**src/rtl/conv_stream_out.sv**
```systemverilog
// conv_stream_out: output stage for the 4-pixel convolver.
// Realigns the input-side valid with the convolver result, drops the warm-up
// words at the start of each frame, tags the final word of each frame, and
// buffers results in a small first-word-fall-through FIFO that drives an
// AXI-Stream master interface toward the DMA.
module conv_stream_out #(
    parameter int NB_DATA      = 32,
    parameter int CONV_LATENCY = 2,
    parameter int SKIP_WORDS   = 100,
    parameter int FRAME_WORDS  = 9800,
    parameter int FIFO_DEPTH   = 16
) (
    input  logic                            i_clk,
    input  logic                            i_reset,
    input  logic                            i_valid,
    input  logic [NB_DATA-1:0]              i_conv_data,
    input  logic                            i_sof,
    input  logic                            i_clear,
    output logic [NB_DATA-1:0]              o_tdata,
    output logic                            o_tvalid,
    output logic                            o_tlast,
    input  logic                            i_tready,
    output logic [$clog2(FIFO_DEPTH):0]     o_fifo_level,
    output logic                            o_overflow
);

    localparam int AW  = $clog2(FIFO_DEPTH);
    localparam int LW  = AW + 1;
    localparam int SKW = (SKIP_WORDS > 1) ? $clog2(SKIP_WORDS) : 1;
    localparam int OCW = (FRAME_WORDS > 1) ? $clog2(FRAME_WORDS) : 1;

    localparam logic [SKW-1:0] SKIP_LAST  = (SKIP_WORDS > 0) ? SKW'(SKIP_WORDS - 1) : '0;
    localparam logic [OCW-1:0] FRAME_LAST = OCW'(FRAME_WORDS - 1);
    localparam logic [LW-1:0]  FULL_LEVEL = LW'(FIFO_DEPTH);

    typedef enum logic {
        ST_SKIP,
        ST_PASS
    } state_t;

    // With no warm-up words a frame starts directly in the forwarding state.
    localparam state_t ST_INIT = (SKIP_WORDS == 0) ? ST_PASS : ST_SKIP;

    logic [CONV_LATENCY-1:0] vdly;
    logic                    dvalid;

    state_t                  state;
    state_t                  cur_state;
    logic [SKW-1:0]          skip_cnt;
    logic [SKW-1:0]          cur_skip;
    logic [OCW-1:0]          out_cnt;
    logic [OCW-1:0]          cur_out;
    logic                    push;
    logic                    push_last;

    logic [NB_DATA:0]        mem [FIFO_DEPTH];
    logic [AW-1:0]           wr_ptr;
    logic [AW-1:0]           rd_ptr;
    logic [AW-1:0]           rd_ptr_next;
    logic [LW-1:0]           level;
    logic [LW-1:0]           level_next;
    logic [NB_DATA:0]        head_q;
    logic [NB_DATA:0]        head_next;
    logic                    full;
    logic                    pop;
    logic                    accept;
    logic                    drop;

    assign dvalid = vdly[CONV_LATENCY-1];

    // Shift i_valid through the same number of stages as the convolver pipeline.
    always_ff @(posedge i_clk or negedge i_reset) begin
        if (!i_reset) begin
            vdly <= '0;
        end else begin
            vdly[0] <= i_valid;
            for (int i = 1; i < CONV_LATENCY; i++) begin
                vdly[i] <= vdly[i-1];
            end
        end
    end

    // A start-of-frame pulse makes this cycle's word behave as the first of a new frame.
    always_comb begin
        cur_state = state;
        cur_skip  = skip_cnt;
        cur_out   = out_cnt;
        if (i_sof) begin
            cur_state = ST_INIT;
            cur_skip  = '0;
            cur_out   = '0;
        end
    end

    assign push      = dvalid && (cur_state == ST_PASS);
    assign push_last = (cur_out == FRAME_LAST);

    // Frame FSM: count warm-up words, then count forwarded words up to end of frame.
    always_ff @(posedge i_clk or negedge i_reset) begin
        if (!i_reset) begin
            state    <= ST_INIT;
            skip_cnt <= '0;
            out_cnt  <= '0;
        end else begin
            state    <= cur_state;
            skip_cnt <= cur_skip;
            out_cnt  <= cur_out;
            if (dvalid) begin
                if (cur_state == ST_SKIP) begin
                    if (cur_skip == SKIP_LAST) begin
                        skip_cnt <= '0;
                        state    <= ST_PASS;
                    end else begin
                        skip_cnt <= cur_skip + 1'b1;
                    end
                end else begin
                    if (push_last) begin
                        out_cnt <= '0;
                        state   <= ST_INIT;
                    end else begin
                        out_cnt <= cur_out + 1'b1;
                    end
                end
            end
        end
    end

    assign full   = (level == FULL_LEVEL);
    assign pop    = (level != '0) && i_tready;
    assign accept = push && (!full || pop);
    assign drop   = push && full && !pop;

    assign rd_ptr_next = pop ? rd_ptr + 1'b1 : rd_ptr;

    // Next occupancy after this cycle's push and pop.
    always_comb begin
        level_next = level;
        if (accept && !pop) begin
            level_next = level + 1'b1;
        end else if (pop && !accept) begin
            level_next = level - 1'b1;
        end
    end

    // Next head word; a word written into an empty slot that becomes the head is taken from the push.
    always_comb begin
        head_next = head_q;
        if (level_next != '0) begin
            if (accept && (wr_ptr == rd_ptr_next)) begin
                head_next = {push_last, i_conv_data};
            end else begin
                head_next = mem[rd_ptr_next];
            end
        end
    end

    // FIFO storage; contents are qualified by the level, so no reset is needed.
    always_ff @(posedge i_clk) begin
        if (accept) begin
            mem[wr_ptr] <= {push_last, i_conv_data};
        end
    end

    // FIFO pointers, occupancy, registered head and the sticky overflow flag.
    always_ff @(posedge i_clk or negedge i_reset) begin
        if (!i_reset) begin
            wr_ptr     <= '0;
            rd_ptr     <= '0;
            level      <= '0;
            head_q     <= '0;
            o_overflow <= 1'b0;
        end else begin
            if (accept) begin
                wr_ptr <= wr_ptr + 1'b1;
            end
            rd_ptr <= rd_ptr_next;
            level  <= level_next;
            head_q <= head_next;
            if (drop) begin
                o_overflow <= 1'b1;
            end else if (i_clear) begin
                o_overflow <= 1'b0;
            end
        end
    end

    assign o_tvalid     = (level != '0);
    assign o_tdata      = head_q[NB_DATA-1:0];
    assign o_tlast      = head_q[NB_DATA] && o_tvalid;
    assign o_fifo_level = level;

endmodule

```
**config.mk**
```make
export PLATFORM = sky130hd
export DESIGN_NAME = conv_stream_out
export DESIGN_NICKNAME = d
export VERILOG_FILES = /design/src/rtl/conv_stream_out.sv
export SDC_FILE = /design/constraint.sdc
export NUM_CORES = 1
export LEC_CHECK = 0
export CAP_MARGIN = 20
export CORE_MARGIN = 10
export CORE_UTILIZATION = 30
export DETAILED_ROUTE_END_ITERATION = 10
export HOLD_SLACK_MARGIN = 0.15
export MAX_ROUTING_LAYER = met4
export PLACE_DENSITY = 0.53
export SLEW_MARGIN = 10
export SYNTH_ARGS = -nofsm -noshare
export SYNTH_HDL_FRONTEND = slang
export SYNTH_SLANG_ARGS = --single-unit
export TNS_END_PERCENT = 20
```
**constraint.sdc**
```tcl
create_clock -name i_clk -period 4 [get_ports i_clk]
set_input_delay 0.4 -clock i_clk [delete_from_list [all_inputs] [get_ports i_clk]]
set_output_delay 0.4 -clock i_clk [all_outputs]
set_load 0.01 [all_outputs]
```
After elaboration in Yosys (flattened, before gate mapping):

Memory sizes are Yosys's and may differ from the RTL's. A register that Yosys moved wholly into a read port is not among the register bits.
Index checks and enable logic that the tools add are counted.

* add/sub/neg operators: 6
* $mul: 0
* div/mod/pow operators: 0
* order comparisons: 0
* equal/unequal tests: 3
* shifts and indexed selects: 0
* mux-type cells: 20
* bitwise operators: 0
* reductions and logical operators: 16

Operator list (count)
* 2-to-1 mux 14 bit: 4
* 2-to-1 mux 7 bit: 4
* adder 14 x 1 -> 14 bit, second input constant: 1
* equality test 14 bit, second input constant: 1
* 2-to-1 mux 5 bit: 2
* nonzero test 5 bit: 2
* 2-to-1 mux 1 bit: 9
* adder 4 x 1 -> 4 bit, second input constant: 2
* logical AND 1 bit: 8
* adder 7 x 1 -> 7 bit, second input constant: 1
* equality test 7 bit, second input constant: 1
* adder 5 x 1 -> 5 bit, second input constant: 1
* equality test 5 bit, second input constant: 1
* subtractor 5 x 1 -> 5 bit, second input constant: 1
* zero test 1 bit: 4
* 2-to-1 mux 4 bit: 1
* nonzero test 2 bit: 1
* logical OR 1 bit: 1

* flip-flop bits (word level): 38
* bits in latches: 0
* memory bits (writable): 528
* memory bits (read-only): 0
* bits of input ports: 38
* output and inout bits: 40
* word-level logic and storage cells: 54
* memories: 1

Memory list
* mem: words 16, width 33, read ports 1, clocked after Yosys merged registers in 1, wr ports 1, line 56 `logic [NB_DATA:0] mem [FIFO_DEPTH];`

Logic depth before layout (Yosys ltp):

* depth after elaboration: 9
* depth in mapped cells: 12

Worst setup path after synthesis:

Ideal clock, no wire load.

* kind: reg-to-reg
* start point: register level[0] (netlist: o_fifo_level[0])
* end point: memory mem[3][0] (netlist bit), enable pin
* data arrival time: 3868 ps
* data required time: 3536 ps
* path slack: -332 ps
* stages on the path, launching flop included: 9
* path buffers: 1
* clock period less this slack: 4332 ps
* cells stage by stage: dfrtp_1 > inv_1 > ha_1 > or3b_1 > buf_6 > nor2_1 > nor2_1 > nand2_1 > nor3_1

* longest elaborated chain between the ends: 6

RTL lines
* start, declared: line 60 `logic [LW-1:0] level;`
* start signal, assigned: line 177 `level <= level_next;`
* equality test 5 bit / nonzero test 5 bit (equally long branches): line 128, 129
* zero test 1 bit / logical AND 1 bit (equally long branches): line 130, 129
* logical OR 1 bit (*): line 130 `assign accept = push && (!full || pop);`
* logical AND 1 bit (*): line 130
* 2-to-1 mux 1 bit (*): line 159 `if (accept) begin`
* 2-to-1 mux 1 bit (not written as such) (*): line 160 `mem[wr_ptr] <= {push_last, i_conv_data};`
* end, declared: line 56

Mark *: on every way between the ends. The rest lies on a longest branch, timed or not.

Worst setup path in the final report:

* start point: register level[0] (netlist: o_fifo_level[0])
* end point: register head_q[12] (read register of mem)

* longest elaborated chain between the ends: 9

RTL lines
* equality test 5 bit / nonzero test 5 bit (equally long branches): line 128, 129
* zero test 1 bit / logical AND 1 bit (equally long branches): line 130, 129
* logical OR 1 bit: line 130
* logical AND 1 bit: line 130
* zero test 1 bit: line 140 `end else if (pop && !accept) begin`
* logical AND 1 bit: line 140
* 2-to-1 mux 5 bit: line 140
* 2-to-1 mux 5 bit: line 138 `if (accept && !pop) begin`
* nonzero test 5 bit: line 148 `if (level_next != '0) begin`
* end, declared: line 62 `logic [NB_DATA:0] head_q;`

Parallel ways exist; a longest one is shown, timed or not.
A chain may end at the register's enable or synchronous reset.

==> results.md <==
- The flow ran to the end, and the final reports show no timing, DRC or antenna violations.
- The average size of a mapped cell is 16.4 µm².
- The wire length after detailed routing is 86,500 µm.
- The setup check on the worst reg-to-reg path leaves a slack of 0.54 ns.
- The post-detailed-route count of antenna-violating nets is 0.
- STA classifies the critical path endpoint as a flip-flop.
- edfxtp_1 takes more of the synthesized area than any other cell.
- The largest net degree at the start of global routing is 126.
- The largest voltage drop on the vdd net is 731 µV.
- The max-slew violation total from the final report is 0.
- The global-route usage over all layers is 15.9%.
- In the final design database the tool counted 1,878 nets.
- The average vias per placed instance is 5.62.
- In the final layout, the multi-input gates occupy 10,900 µm².
- Yosys mapped the design onto 69 distinct sky130hd cell types.
- The completed layout was analyzed and its total power is 0.0243 W.
- The register bit count reported by yosys is 599.
- The final critical delay including setup and external delays is 3.46 ns.
- The floorplan has 114 rows.
- The number of cells on the worst reg-to-reg path is 10.
- The startpoint identified for the worst hold timing path is i_valid.
- The combined area of all synthesized cells is 29,300 µm².
- The hold path endpoint is vdly[0].
- TritonCTS built the clock tree.
- Synthesis produced a netlist whose cell count is 1,787.
- The number of antenna violations at the first check in global routing came to 8.
- The global placement routability congestion is 0.796.
- The clock reaches the later pin of the worst-skew pair after 0.61 ns.
- The layout overhead on the synthesized area is 16.3%.
- During I/O placement, the number of pins put on the boundary was 78.
- The proportion of netlist area held by the largest area contributor is 54.1%.
- The number of buffers created by CTS is 68.
- The routed layout has 17,800 vias.
- In this run the worst path has a maximum fanout of 42.
- Across all setup checks in the final design, the least slack found is 0.538 ns.
- Global routing finished with a remaining overflow of 0.
- The number of detailed-route iterations in the first pass is 5.
- The storage element area is 17,600 µm².
- Sequential cells were found to cover 60.1% of the synthesized design area.
- At the worst endpoint, the required time is 4.47 ns.
- In this run the worst hold path is classified as input port to flip-flop.
- The count of input and output buffers is 77.
- The core utilization of the finished layout is 35.2%.
- Yosys attributes the largest share of cell area to edfxtp_1 54%, mux4_2 20%, dfrtp_1 6.1%, o31ai_4 2.2%, nand2_1 1.5%.
- The wire length per cell after detailed routing is 27.3 µm.
- Counting every sink on the clock net gives 599.
- The detailed-placement wirelength estimate is 50,500 µm.
- The final number of setup-violating endpoints is 0.
- The area of the core is 96,900 µm².
- The violation count after the first detailed-routing iteration is 1,485.
- Of the available clock period, the critical path in the final layout requires 86.6%.
- For the pin with the worst max-slew slack, the measured transition is 1.01 ns.
- The critical path class is flip-flop to flip-flop.
- CTS placed an instance of clkbuf_16 at the clock tree root.
- The sort of element at the start of the critical path is a flip-flop.
- The number of global-route vias before repair is 18,666.
- For this design the ratio of total power to cell area is 711 nW/µm².
- The die is 333 µm tall.
- The cell count of the worst hold path is 1.
- Setup repair after global routing left no endpoint under its margin.
- The floorplan step set the die width to 333 µm.
- Yosys printed 0 warnings.
- The worst pin sits at a relative slew slack of 32.3%.
- Cells with a size suffix above 1 make up 27.2% of the layout.
- The final clock skew is 0.0228 ns.
- The number of enable flip-flop cells after synthesis is 528.
- The maximum level of the CTS H-tree is 3.
- The worst register-to-register path begins at o_fifo_level[0].
- The first-pass GRT wire length is 129,000 µm.
- Clock-pin slew was measured on the worst setup and hold paths at 0.06 ns.
- The data arrival time of the critical path is 3.93 ns.
- In this run the static leakage power is 11.0 nW.
- The post-detailed-route DRC marker count is 0.
- In this run the deepest clock path goes through 3 buffers.
- The most used flip-flop cell after synthesis is edfxtp_1.
- The final hold violation count is 0.
- The number of buffers added for setup after CTS is 0.
- The worst hold-check slack is 0.265 ns.
- Based on the critical path, the design can be clocked at up to 289 MHz.
- The worst setup slack before clock tree synthesis is 0.582 ns.
- The layout has 8,996 filler cells.
- The die outline area is 111,000 µm².
- In this run the critical register-to-register path is captured at head_q[12].
- The net count of the mapped netlist is 1,834.
- For this configuration, the core starts out at a cell density of 30.3%.
- The number of max-cap violations is 0.
- The fraction of synthesis flops using an asynchronous set or reset pin is 11.9%.
registers in the layout (all words and copies together) (netlist names):
| name | flops |
|---|---|
| state | 1 |
| o_fifo_level | 5 |
| o_overflow | 1 |
| skip_cnt | 7 |
| wr_ptr | 4 |
| vdly | 2 |
| rd_ptr | 4 |
| head_q | 33 |
| out_cnt | 14 |
| mem | 528 |
cell families after synthesis:
group	synth area share, %
muxes	20.3
adders and majority gates	0.384
DFF	60.1
and+or+nand+nor	6.42
buffers and inverters	3.32
xor gates and xnor gates	0.644
AOI/OAI and AO/OA	8.75
per-stage QoR:
stage                     instances  setup TNS, ns  area (µm²)
after floorplan                1787         -28.80       29300
after global placement         3034              0       31800
after detailed placement       3036              0       31900
after CTS                      3160              0       34100
after global routing           3167              0       34100
final                          3167              0       34100
worst max-delay path by stage:
stage,cells after the start,slack (ns),endpoint,from
after global placement,10,0.19,head_q[1],o_fifo_level[0]
after detailed placement,10,0.58,head_q[12],o_fifo_level[0]
after global routing,10,0.39,head_q[12],o_fifo_level[0]
after CTS,10,0.58,head_q[12],o_fifo_level[0]
after floorplan,8,-0.29,mem[0][0],o_fifo_level[0]
final,10,0.54,head_q[12],o_fifo_level[0]
layout by cell type (no fill, tap or decap), drive strengths merged, types with 3 or more instances in the layout:
cell type,n
a211oi,6
a21o,32
a21oi,67
a311o,31
a31oi,5
and2,6
and3,42
and4,3
buf,82
bufinv,5
clkbuf,94
clkdlybuf4s50,76
clkinv,24
dfrtp,71
diode,7
edfxtp,528
ha,9
inv,16
mux2i,6
mux4,261
nand2,120
nand2b,8
nand3,44
nand4,42
nor2,69
nor2b,10
nor3,11
nor4,4
nor4b,3
o21ai,81
o311a,34
o31ai,35
xnor2,12
xor2,7
critical path, cell delays in order, from the launching register on:
cell       delay, ns
dfrtp_1         0.45
inv_1           0.10
ha_1            0.21
nor4b_4         0.26
buf_4           0.64
o21ai_1         0.25
and3_1          0.29
o2111ai_4       0.19
buf_4           0.48
o311a_1         0.31
o31ai_4         0.07
routing by layer:
layer | vias up | part of all wire [%] | GRT usage, %
met1 | 9524 | 42 | 20.5
met2 | 675 | 48 | 25.2
met5 | - | 0 | -
met4 | 0 | 2.8 | 5.28
li1 | 7448 | - | -
met3 | 153 | 6.8 | 2.75
synthesized netlist by cell type, types with 3 or more instances:
cell type	instances
a211oi_1	6
a21o_1	32
a21oi_1	67
a311o_1	31
a31oi_1	5
and2_1	6
and3_1	41
and4_1	3
buf_1	15
buf_12	3
buf_2	21
buf_4	32
buf_6	3
clkbuf_1	111
dfrtp_1	71
edfxtp_1	528
ha_1	9
inv_1	12
inv_2	3
mux2i_1	6
mux4_2	261
nand2_1	120
nand2b_1	8
nand3_1	44
nand4_1	42
nor2_1	69
nor2b_1	10
nor3_1	11
nor4_1	4
o21ai_0	79
o311a_1	34
o31ai_1	5
o31ai_4	30
xnor2_1	12
xor2_1	7
timing repair:
action / CTS / global route
endpoints found under the hold margin: 71 / 0
gates resized for setup: 0 / 0
hold buffers: 1 / 0
where the power goes:
part	internal, W	switching (W)
clock	0.00371	0.00253
sequential	0.00705	0.000419
combinational	0.00530	0.00525
total	0.0161	0.00820
layout make-up:
type / instances / share of cell area, %
Timing Repair Buffer: 159 / 4.80
Clock buffer: 94 / 5.68
Inverter: 16 / 0.176
Multi-Input combinational cell: 987 / 32.1
Antenna cell: 7 / 0.0514
Sequential cell: 599 / 51.8
Clock inverter: 29 / 0.811
Tap cell: 1276 / 4.68
Note: power is estimated with default switching activity, not from simulation.
